`src/rtl/zc702_pl_mvp_pkg.sv`:
```
// ---------------------------------------------------------------------------
// zc702_pl_mvp_pkg
// Shared types and default timing for the clk200 PLL reset sequencer.
// All defaults are expressed in 200 MHz sysclk cycles (5 ns period).
// ---------------------------------------------------------------------------
package zc702_pl_mvp_pkg;

  localparam int unsigned SYSCLK_PERIOD_NS = 5;

  // 10 ms button debounce
  localparam int unsigned DEBOUNCE_CYCLES_DEF     = 10_000_000 / SYSCLK_PERIOD_NS;
  // 1 us PLL reset pulse
  localparam int unsigned PLL_RST_CYCLES_DEF      = 1_000 / SYSCLK_PERIOD_NS;
  // 100 us lock timeout per attempt
  localparam int unsigned LOCK_TIMEOUT_CYCLES_DEF = 100_000 / SYSCLK_PERIOD_NS;
  localparam int unsigned MAX_RETRIES_DEF         = 3;
  localparam int unsigned RST_HOLD_CYCLES_DEF     = 16;

  typedef enum logic [2:0] {
    RST_PLL,
    WAIT_LOCK,
    HOLD,
    RUN,
    FAULT
  } seq_state_t;

  // Width of the shared phase counter: enough to reach the largest terminal
  // count (the counter only ever needs to hold N-1).
  function automatic int unsigned cnt_width(input int unsigned a,
                                            input int unsigned b,
                                            input int unsigned c);
    int unsigned m;
    m = a;
    if (b > m) m = b;
    if (c > m) m = c;
    return (m < 2) ? 1 : $clog2(m);
  endfunction

endpackage

```
`src/rtl/pll_reset_sequencer_if.sv`:
```
// ---------------------------------------------------------------------------
// pll_reset_sequencer_if
// Bundles the sequencer's button/restart inputs, PLL handshake and status.
//   btn_in        raw push-button level (async, high = pressed)
//   restart_req   single-cycle software restart (sysclk domain)
//   pll_locked    PLL LOCKED (async)
//   pll_rst       PLL RST
//   user_rst_n    active-low reset for clk200 user logic
//   seq_ready     sequencer in RUN
//   seq_fault     sequencer in FAULT
//   retry_cnt     failed attempts in the current sequence
//   lock_loss_cnt saturating count of lock losses seen in RUN
// master: the sequencer; slave: the surrounding board logic / PLL.
// ---------------------------------------------------------------------------
interface pll_reset_sequencer_if;

  logic       btn_in;
  logic       restart_req;
  logic       pll_locked;
  logic       pll_rst;
  logic       user_rst_n;
  logic       seq_ready;
  logic       seq_fault;
  logic [2:0] retry_cnt;
  logic [7:0] lock_loss_cnt;

  modport master (
    input  btn_in, restart_req, pll_locked,
    output pll_rst, user_rst_n, seq_ready, seq_fault, retry_cnt, lock_loss_cnt
  );

  modport slave (
    output btn_in, restart_req, pll_locked,
    input  pll_rst, user_rst_n, seq_ready, seq_fault, retry_cnt, lock_loss_cnt
  );

endinterface

```
`src/rtl/pll_reset_sequencer_sync_debounce.sv`:
```
// ---------------------------------------------------------------------------
// sync_debounce
// 2-flop synchronizer, debounce counter and press detector for one button.
//   sysclk   sampling clock
//   rst_n    asynchronous active-low reset
//   async_in raw asynchronous level
//   press    1-cycle pulse when the debounced level rises
// ---------------------------------------------------------------------------
module sync_debounce #(
  parameter int unsigned DEBOUNCE_CYCLES = 8
) (
  input  logic sysclk,
  input  logic rst_n,
  input  logic async_in,
  output logic press
);

  localparam int unsigned DEB_W = (DEBOUNCE_CYCLES < 2) ? 1 : $clog2(DEBOUNCE_CYCLES);
  localparam logic [DEB_W-1:0] DEB_LAST = DEB_W'(DEBOUNCE_CYCLES - 1);

  logic             meta_q,  meta_d;
  logic             sync_q,  sync_d;
  logic             level_q, level_d;
  logic [DEB_W-1:0] run_q,   run_d;

  always_comb begin
    meta_d  = async_in;
    sync_d  = meta_q;
    level_d = level_q;
    run_d   = '0;
    if (sync_q != level_q) begin
      if (run_q == DEB_LAST) begin
        level_d = sync_q;
      end else begin
        run_d = run_q + 1'b1;
      end
    end
  end

  // Taken from the next level so the restart lands on the same edge the
  // debounced level is accepted, not one cycle later.
  assign press = level_d & ~level_q;

  always_ff @(posedge sysclk or negedge rst_n) begin
    if (!rst_n) begin
      meta_q  <= 1'b0;
      sync_q  <= 1'b0;
      level_q <= 1'b0;
      run_q   <= '0;
    end else begin
      meta_q  <= meta_d;
      sync_q  <= sync_d;
      level_q <= level_d;
      run_q   <= run_d;
    end
  end

endmodule

```
`src/rtl/pll_reset_sequencer.sv`:
```
// ---------------------------------------------------------------------------
// pll_reset_sequencer
// Sequences the clk200 PLLE2_BASE reset from the free-running sysclk domain:
// pulses PLL RST, waits for LOCKED with timeout and bounded retries, and
// releases user_rst_n once lock has been stable for a hold time.
//   sysclk  200 MHz reference clock (all logic)
//   rst_n   asynchronous active-low reset
//   bus     pll_reset_sequencer_if.master (button, restart, PLL, status)
// ---------------------------------------------------------------------------
module pll_reset_sequencer
  import zc702_pl_mvp_pkg::*;
#(
  parameter int unsigned DEBOUNCE_CYCLES     = DEBOUNCE_CYCLES_DEF,
  parameter int unsigned PLL_RST_CYCLES      = PLL_RST_CYCLES_DEF,
  parameter int unsigned LOCK_TIMEOUT_CYCLES = LOCK_TIMEOUT_CYCLES_DEF,
  parameter int unsigned MAX_RETRIES         = MAX_RETRIES_DEF,
  parameter int unsigned RST_HOLD_CYCLES     = RST_HOLD_CYCLES_DEF
) (
  input  logic                  sysclk,
  input  logic                  rst_n,
  pll_reset_sequencer_if.master bus
);

  localparam int unsigned CNT_W =
    cnt_width(PLL_RST_CYCLES, LOCK_TIMEOUT_CYCLES, RST_HOLD_CYCLES);
  localparam logic [CNT_W-1:0] RST_LAST  = CNT_W'(PLL_RST_CYCLES - 1);
  localparam logic [CNT_W-1:0] TO_LAST   = CNT_W'(LOCK_TIMEOUT_CYCLES - 1);
  localparam logic [CNT_W-1:0] HOLD_LAST = CNT_W'(RST_HOLD_CYCLES - 1);
  localparam logic [2:0]       RETRY_MAX = 3'(MAX_RETRIES);

  logic             lk_meta_q, lk_meta_d;
  logic             lk_sync_q, lk_sync_d;
  seq_state_t       state_q, state_d;
  logic [CNT_W-1:0] cnt_q, cnt_d;
  logic [2:0]       retry_q, retry_d;
  logic [7:0]       loss_q, loss_d;
  logic             pll_rst_q, pll_rst_d;
  logic             user_rst_n_q, user_rst_n_d;
  logic             seq_ready_q, seq_ready_d;
  logic             seq_fault_q, seq_fault_d;

  logic btn_evt;
  logic restart;
  logic attempt_failed;

  sync_debounce #(
    .DEBOUNCE_CYCLES(DEBOUNCE_CYCLES)
  ) u_btn (
    .sysclk  (sysclk),
    .rst_n   (rst_n),
    .async_in(bus.btn_in),
    .press   (btn_evt)
  );

  assign restart = btn_evt | bus.restart_req;

  always_comb begin
    lk_meta_d      = bus.pll_locked;
    lk_sync_d      = lk_meta_q;
    state_d        = state_q;
    retry_d        = retry_q;
    loss_d         = loss_q;
    attempt_failed = 1'b0;

    case (state_q)
      RST_PLL: begin
        if (cnt_q == RST_LAST) state_d = WAIT_LOCK;
      end
      WAIT_LOCK: begin
        // Lock wins over a coincident timeout.
        if (lk_sync_q)              state_d = HOLD;
        else if (cnt_q == TO_LAST)  attempt_failed = 1'b1;
      end
      HOLD: begin
        if (!lk_sync_q)               attempt_failed = 1'b1;
        else if (cnt_q == HOLD_LAST)  state_d = RUN;
      end
      RUN: begin
        if (!lk_sync_q) begin
          state_d = RST_PLL;
          retry_d = '0;
          if (loss_q != '1) loss_d = loss_q + 8'd1;
        end
      end
      FAULT: ;
      default: state_d = RST_PLL;
    endcase

    if (attempt_failed) begin
      retry_d = retry_q + 3'd1;
      state_d = (retry_d == RETRY_MAX) ? FAULT : RST_PLL;
    end

    // Restart overrides everything above, including a lock-loss increment.
    if (restart) begin
      state_d = RST_PLL;
      retry_d = '0;
      loss_d  = loss_q;
    end

    if (restart || (state_d != state_q)) begin
      cnt_d = '0;
    end else if ((state_q == RUN) || (state_q == FAULT)) begin
      cnt_d = cnt_q;
    end else begin
      cnt_d = cnt_q + 1'b1;
    end

    // Outputs decoded from the next state so they flip on the same edge as
    // the state register.
    pll_rst_d    = (state_d == RST_PLL) || (state_d == FAULT);
    user_rst_n_d = (state_d == RUN);
    seq_ready_d  = (state_d == RUN);
    seq_fault_d  = (state_d == FAULT);
  end

  always_ff @(posedge sysclk or negedge rst_n) begin
    if (!rst_n) begin
      lk_meta_q    <= 1'b0;
      lk_sync_q    <= 1'b0;
      state_q      <= RST_PLL;
      cnt_q        <= '0;
      retry_q      <= '0;
      loss_q       <= '0;
      pll_rst_q    <= 1'b1;
      user_rst_n_q <= 1'b0;
      seq_ready_q  <= 1'b0;
      seq_fault_q  <= 1'b0;
    end else begin
      lk_meta_q    <= lk_meta_d;
      lk_sync_q    <= lk_sync_d;
      state_q      <= state_d;
      cnt_q        <= cnt_d;
      retry_q      <= retry_d;
      loss_q       <= loss_d;
      pll_rst_q    <= pll_rst_d;
      user_rst_n_q <= user_rst_n_d;
      seq_ready_q  <= seq_ready_d;
      seq_fault_q  <= seq_fault_d;
    end
  end

  assign bus.pll_rst       = pll_rst_q;
  assign bus.user_rst_n    = user_rst_n_q;
  assign bus.seq_ready     = seq_ready_q;
  assign bus.seq_fault     = seq_fault_q;
  assign bus.retry_cnt     = retry_q;
  assign bus.lock_loss_cnt = loss_q;

endmodule

```
`src/flat_wrapper.sv`:
```
// flat-port wrapper written by rule: the top's interface ports become plain ports
module pll_reset_sequencer_flat import zc702_pl_mvp_pkg::*;
#(
  parameter int unsigned DEBOUNCE_CYCLES     = DEBOUNCE_CYCLES_DEF,
  parameter int unsigned PLL_RST_CYCLES      = PLL_RST_CYCLES_DEF,
  parameter int unsigned LOCK_TIMEOUT_CYCLES = LOCK_TIMEOUT_CYCLES_DEF,
  parameter int unsigned MAX_RETRIES         = MAX_RETRIES_DEF,
  parameter int unsigned RST_HOLD_CYCLES     = RST_HOLD_CYCLES_DEF
)
  (sysclk, rst_n, bus_btn_in, bus_restart_req, bus_pll_locked, bus_pll_rst, bus_user_rst_n, bus_seq_ready, bus_seq_fault, bus_retry_cnt, bus_lock_loss_cnt);
  pll_reset_sequencer_if bus_i ();
  input  logic sysclk;
  input  logic rst_n;
  input wire logic [$bits(bus_i.btn_in)-1:0] bus_btn_in;
  input wire logic [$bits(bus_i.restart_req)-1:0] bus_restart_req;
  input wire logic [$bits(bus_i.pll_locked)-1:0] bus_pll_locked;
  output wire logic [$bits(bus_i.pll_rst)-1:0] bus_pll_rst;
  output wire logic [$bits(bus_i.user_rst_n)-1:0] bus_user_rst_n;
  output wire logic [$bits(bus_i.seq_ready)-1:0] bus_seq_ready;
  output wire logic [$bits(bus_i.seq_fault)-1:0] bus_seq_fault;
  output wire logic [$bits(bus_i.retry_cnt)-1:0] bus_retry_cnt;
  output wire logic [$bits(bus_i.lock_loss_cnt)-1:0] bus_lock_loss_cnt;
  assign bus_i.btn_in = bus_btn_in;
  assign bus_i.restart_req = bus_restart_req;
  assign bus_i.pll_locked = bus_pll_locked;
  assign bus_pll_rst = bus_i.pll_rst;
  assign bus_user_rst_n = bus_i.user_rst_n;
  assign bus_seq_ready = bus_i.seq_ready;
  assign bus_seq_fault = bus_i.seq_fault;
  assign bus_retry_cnt = bus_i.retry_cnt;
  assign bus_lock_loss_cnt = bus_i.lock_loss_cnt;
  pll_reset_sequencer #(.DEBOUNCE_CYCLES(DEBOUNCE_CYCLES), .PLL_RST_CYCLES(PLL_RST_CYCLES), .LOCK_TIMEOUT_CYCLES(LOCK_TIMEOUT_CYCLES), .MAX_RETRIES(MAX_RETRIES), .RST_HOLD_CYCLES(RST_HOLD_CYCLES)) u_core (.sysclk(sysclk), .rst_n(rst_n), .bus(bus_i));
endmodule
```
`config.mk`:
```
export PLATFORM = sky130hd
export DESIGN_NAME = pll_reset_sequencer_flat
export DESIGN_NICKNAME = d
export VERILOG_FILES = /design/src/rtl/zc702_pl_mvp_pkg.sv /design/src/rtl/pll_reset_sequencer_if.sv /design/src/rtl/pll_reset_sequencer_sync_debounce.sv /design/src/rtl/pll_reset_sequencer.sv /design/src/flat_wrapper.sv
export SDC_FILE = /design/constraint.sdc
export NUM_CORES = 1
export LEC_CHECK = 0
export CORE_UTILIZATION = 41
export CTS_BUF_LIST = sky130_fd_sc_hd__clkbuf_4
export CTS_CLUSTER_DIAMETER = 100
export DETAILED_ROUTE_END_ITERATION = 12
export PLACE_DENSITY_LB_ADDON = 0.1
export SLEW_MARGIN = 20
export SYNTH_ARGS = -nofsm -noshare
export SYNTH_HDL_FRONTEND = slang
export SYNTH_SLANG_ARGS = --single-unit
```
`constraint.sdc`:
```
create_clock -name sysclk -period 3.1 [get_ports sysclk]
set_clock_uncertainty 0.2 [all_clocks]
set_input_delay 0.31 -clock sysclk [delete_from_list [all_inputs] [get_ports sysclk]]
set_output_delay 0.31 -clock sysclk [all_outputs]
set_load 0.05 [all_outputs]
```
Word-level counts from Yosys, hierarchy flattened
Index checks and enable logic that the tools add are counted.

Register bits: 58. Latch bits: 0. Bits in writable memories: 0. Memory bits (read-only): 0. Output and inout port bits: 15. Logic and storage cells: 69. Memories kept: 0.

$add $sub $neg: 4. $mul: 0. Divide/modulo/power cells: 0. Magnitude comparators: 0. Eq/ne operators: 16. Shift operators: 0. Muxes and demuxes: 23. Bitwise logic cells: 5. Reduce and logical (&&, ||, !) cells: 8.

Operator list (number): 21-bit two-way mux (2); 3-bit two-way mux (12); 15-bit two-way mux (2); 21-bit by 1-bit adder with 21-bit output (second input constant) (1); 21-bit equality test (second input constant) (1); 15-bit by 1-bit adder with 15-bit output (second input constant) (1); 15-bit equality test (second input constant) (1); 15-bit by 4-bit equality test with 1-bit output (second input constant) (1); 15-bit by 8-bit equality test with 1-bit output (second input constant) (1); 3-bit one-hot mux with 5 select lines (1); 3-bit by 2-bit equality test with 1-bit output (second input constant) (4); 8-bit by 1-bit adder with 8-bit output (second input constant) (1); 8-bit != test (second input constant) (1); 3-bit equality test (second input constant) (2); 3-bit zero test (2); 1-bit two-way mux (5); 4-bit AND reduction (1); 3-bit by 1-bit adder with 3-bit output (second input constant) (1); 3-bit by 1-bit equality test with 1-bit output (second input constant) (1); 1-bit logical OR (3); 3-bit != test (1); 3-bit != test (second input constant) (1); 1-bit inverter (3); 3-bit nonzero test (1); other kinds (6) (6).

Logic depth before layout (Yosys ltp)
Word-level depth: 9. Depth in mapped cells: 8. Mapped depth without buffers: 7.

Hierarchy
A second synthesis with hierarchy kept.

Cell total of the unflattened synthesis: 287. Area total of the unflattened synthesis: 2955.3 um2.

By module, submodules not included: pll_reset_sequencer (times used 1, cells each 173, area an instance 1760.4 um2, sequential area each 852.1 um2); sync_debounce (times used 1, cells each 114, area an instance 1194.9 um2, sequential area each 600.6 um2).

Worst setup path before layout
No wires, ideal clock.

Kind: register -> register. Start: reg u_core.retry_q[0] (netlist: u_core.bus.retry_cnt[0]). End: reg u_core.cnt_q[0]. Data arrival time: 1953 ps. Path slack: 853 ps. Stages on the path, launching flop included: 8. Cells stage by stage: dfrtp_1 > ha_1 > xor2_1 > nor2_1 > a31oi_1 > o211ai_1 > clkbuf_1 > a211oi_1.

Cells in the longest elaborated chain, start to end: 8. Elaborated cells on any way between the ends: 9. Those cells by class: add/sub (1); eq/ne (3); mux (4); reduce/logical (1).

Ends and longest elaborated chain: start, declared (line pll_reset_sequencer.sv:35) `logic [2:0] retry_q, retry_d;`; start signal, assigned (line pll_reset_sequencer.sv:134) `retry_q <= retry_d;`; 3-bit by 1-bit adder with 3-bit output * (line pll_reset_sequencer.sv:90) `retry_d = retry_q + 3'd1;`; 3-bit by 2-bit equality test with 1-bit output * (line pll_reset_sequencer.sv:91) `state_d = (retry_d == RETRY_MAX) ? FAULT : RST_PLL;`; 3-bit two-way mux * (line pll_reset_sequencer.sv:91); 3-bit two-way mux * (line pll_reset_sequencer.sv:89) `if (attempt_failed) begin`; 3-bit two-way mux * (line pll_reset_sequencer.sv:95) `if (restart) begin`; 3-bit != test * (line pll_reset_sequencer.sv:101) `if (restart || (state_d != state_q)) begin`; 1-bit logical OR * (line pll_reset_sequencer.sv:101); 2-bit by 1-bit != test with 1-bit output (no line) or 15-bit two-way mux (tied branches); end signal, assigned (line pll_reset_sequencer.sv:133) `cnt_q <= cnt_d;`; end, declared (line pll_reset_sequencer.sv:34) `logic [CNT_W-1:0] cnt_q, cnt_d;`.

Every way passes the cells marked *; elsewhere a longest branch is shown, timed or not. A chain may end at the register's enable or synchronous reset.

Worst setup path in the final report
Start: reg u_core.u_btn.run_q[7]. End: reg u_core.loss_q[5] (netlist: u_core.bus.lock_loss_cnt[5]).

Cells in the longest elaborated chain, start to end: 7.

Ends and longest elaborated chain: start, declared (line pll_reset_sequencer_sync_debounce.sv:24) `logic [DEB_W-1:0] run_q, run_d;`; start signal, assigned (line pll_reset_sequencer_sync_debounce.sv:54) `run_q <= run_d;`; 21-bit equality test (line pll_reset_sequencer_sync_debounce.sv:32) `if (run_q == DEB_LAST) begin`; 1-bit two-way mux (line pll_reset_sequencer_sync_debounce.sv:32); 1-bit two-way mux (line pll_reset_sequencer_sync_debounce.sv:31) `if (sync_q != level_q) begin`; 1-bit bitwise AND (line pll_reset_sequencer_sync_debounce.sv:42) `assign press = level_d & ~level_q;`; 1-bit OR (line pll_reset_sequencer.sv:55) `assign restart = btn_evt | bus.restart_req;`; 1-bit inverter (no line); 4-bit AND reduction (no line); end signal, assigned (line pll_reset_sequencer.sv:135) `loss_q <= loss_d;`; end, declared (line pll_reset_sequencer.sv:36) `logic [7:0] loss_q, loss_d;`.

No other way between the ends.

==> run metrics <==
largest net degree at the start of global routing=32; sequential cell area fraction in the yosys report=48.6%; share of cells above drive strength 1=9.35%; worst setup path endpoint=u_core.bus.lock_loss_cnt[5]; first-pass GRT wire length=9740 um; vias in the first global route=2029; Root Buffer=clkbuf_4; post-synth cell types=50; total global routing overflow=0; met1 GRT Util=24.5%; Pwr Total=0.00140 W; WL per Instance=13.8 um; Max Slew Vio Count=0; Die X=87.4 um; GR peak layer=met1; I/O Buffers=19; CP endpoint kind=flip-flop; most common cell after layout, fill and taps aside=dfrtp_1; post-place setup slack=469 ps; TritonCTS clock tree=done; # rows=30; CP cell instances=or4b_1 -> nor4_2 -> a41o_1 -> buf_4 -> nor4_1 -> xor2_1; worst hold-check path type=input pin to flip-flop; Total Wirelength=5760 um; # diodes=0; unrepaired setup endpoints after global routing=false; R2R setup slack=480 ps; ys async rst share=100%; Ys Warns=0; commonest cells after routing, fill and taps aside=dfrtp_1, nor2_1, xnor2_1, xor2_1, clkdlybuf4s50_1; initial antenna violation count=0; CTS sink cnt=58; Max Cap Viol=0; clock slew at reported path FFs=100 ps; Worst Setup Start Kind=flip-flop; maximum buffer depth of the clock tree=2; worst skew pair latency=380 ps; H-tree depth=3; Least-Margin Pin Slew=646 ps; Peak supply drop=0.000177 V; Worst Path Arrival=2680 ps; Pre-antenna DRT Iters=4; HPWL after detailed placement=3970 um; slowest CP cell=or4b_1; met2 GRT Util=24.3%; Pwr per Cell Area=413 mW/mm2; Worst Path Max Fanout=12; core area=0.00691 mm2; num ports=20; Leakage Power=1.40 nW; initial drt markers=99; Worst EP required=3160 ps; routed vias=2163; CTS buffer count=9; Final #Nets=326; final setup violation count=0; Post-Syn Area=0.00299 mm2; gpl congestion=0.785; Tmin final=2620 ps; launch point of the worst reg-to-reg path=u_core.u_btn.run_q[7]; critical path class=flip-flop to flip-flop; Slew HR=56.9%; final worst slack=483 ps; Cells after Synth=295; Avg Synthesized Cell Area=10.1 um2; full die area=0.00764 mm2; Fin Setup TNS=0 ps; status=finished clean; cts repair resizes=0; Yosys reg bits=58; final hold viol count=0; DIE HEIGHT=87.4 um; global-route met3 utilization=3.03%; Syn-to-layout area delta=13.2%; delay of the slowest critical-path stage=550 ps; Post-Syn Nets=305; DRC=0; r2r endpoint=u_core.bus.lock_loss_cnt[5]; worst reg2reg path depth=6; ys flop type=dfrtp_1; starting density of the core=43.3%; Critical Path Source=u_core.u_btn.run_q[7]; Setup Fix Bufs, Post-CTS=0; Final period util=84.4%; Routed Antenna Nets=0; Total GRT Usage=16.9%; max frequency=382 MHz; Post-synth EDFFs=0; Vias/cell=5.19
-- stage by stage --
stage                     instance area (um2)  hold slack, ps  util [%]  cells
after global placement                   3240             132      47.0    400
after detailed placement                 3240             136      47.0    400
final                                    3390             150      49.0    417
after floorplan                          2990            -186         -    295
after global routing                     3390             139      49.0    417
after CTS                                3390             130      49.0    417
-- repair_timing --
item | 4_1_cts | 5_1_grt
hold endpoints to repair | 27 | 0
hold buffers | 1 | 0
setup endpoints to repair | 0 | 0
-- cell type report --
| class | count | area, um2 |
|---|---|---|
| repair buffers | 24 | 225 |
| multi-input cells | 211 | 1410 |
| clock inverters | 4 | 42.5 |
| flip-flops and latches | 58 | 1450 |
| fillers | 666 | 3520 |
| well taps | 96 | 120 |
| clock buffers | 12 | 90.1 |
| inverters | 12 | 45.0 |
-- layer usage --
layer / up-vias / wire length [um]
met5: - / 0
met4: 0 / 97
met3: 9 / 168
met2: 32 / 2490
met1: 1051 / 3010
li1: 1071 / -
-- kinds of logic (layout without fill, tap and decap cells) --
| kind of cell | Yosys count | in the layout | synth area share [%] |
|---|---|---|---|
| buffers and inverters | 26 | 52 | 4.27 |
| DFF | 58 | 58 | 48.6 |
| muxes | 3 | 3 | 1.21 |
| adders and majority gates | 5 | 5 | 2.09 |
| xor gates and xnor gates | 43 | 43 | 12.6 |
| AOI/OAI and AO/OA | 26 | 26 | 7.03 |
| and+or+nand+nor | 134 | 134 | 24.3 |
-- sequential cells by signal, summed over array words and instances, names as in the netlist --
name	count
u_core.bus.seq_fault	1
u_core.state_q	3
u_core.u_btn.sync_q	1
u_core.lk_sync_q	1
u_core.bus.user_rst_n	1
u_core.u_btn.level_q	1
u_core.u_btn.run_q	21
u_core.u_btn.meta_q	1
u_core.bus.pll_rst	1
u_core.bus.retry_cnt	3
u_core.lk_meta_q	1
u_core.cnt_q	15
u_core.bus.lock_loss_cnt	8
-- Yosys cell counts (all sizes together) (3+ instances only) --
cell type / instances / area share, %
clkbuf: 7 / 0.88
nand3: 12 / 2.0
nor4: 6 / 1.7
xor2: 21 / 6.1
nor3: 15 / 2.5
ha: 5 / 2.1
nand4: 8 / 1.7
a211oi: 10 / 2.5
nand2: 16 / 2.0
nor4b: 3 / 0.88
nor2: 43 / 5.5
dfrtp: 57 / 48
and4: 5 / 1.5
inv: 12 / 1.5
buf: 7 / 1.9
and3: 8 / 1.7
or3: 3 / 0.63
xnor2: 22 / 6.4
-- report_power, final --
part           switching [W]   total, W  internal, W
logic              0.0000559  0.0000843    0.0000285
registers          0.0000153   0.000785     0.000770
clock network       0.000262   0.000530     0.000268
total               0.000333    0.00140      0.00107
-- worst max-delay path, delay by kind of cell, from the launching register on --
kind	cells	cell delay (ps)
buffers and inverters	1	230
AOI/OAI and AO/OA	1	510
xor gates and xnor gates	1	150
DFF	1	440
and+or+nand+nor	3	970
-- worst min-delay path by stage --
stage,startpoint,end,slack [ps],cells after the start
after floorplan,rst_n,u_core.bus.lock_loss_cnt[0],-190,0
after global placement,u_core.lk_meta_q,u_core.lk_sync_q,130,0
after detailed placement,u_core.u_btn.meta_q,u_core.u_btn.sync_q,140,0
after CTS,bus_pll_locked,u_core.lk_meta_q,130,1
after global routing,bus_btn_in,u_core.u_btn.meta_q,140,1
final,bus_pll_locked,u_core.lk_meta_q,150,1
Power figures use the tool's default switching activity.
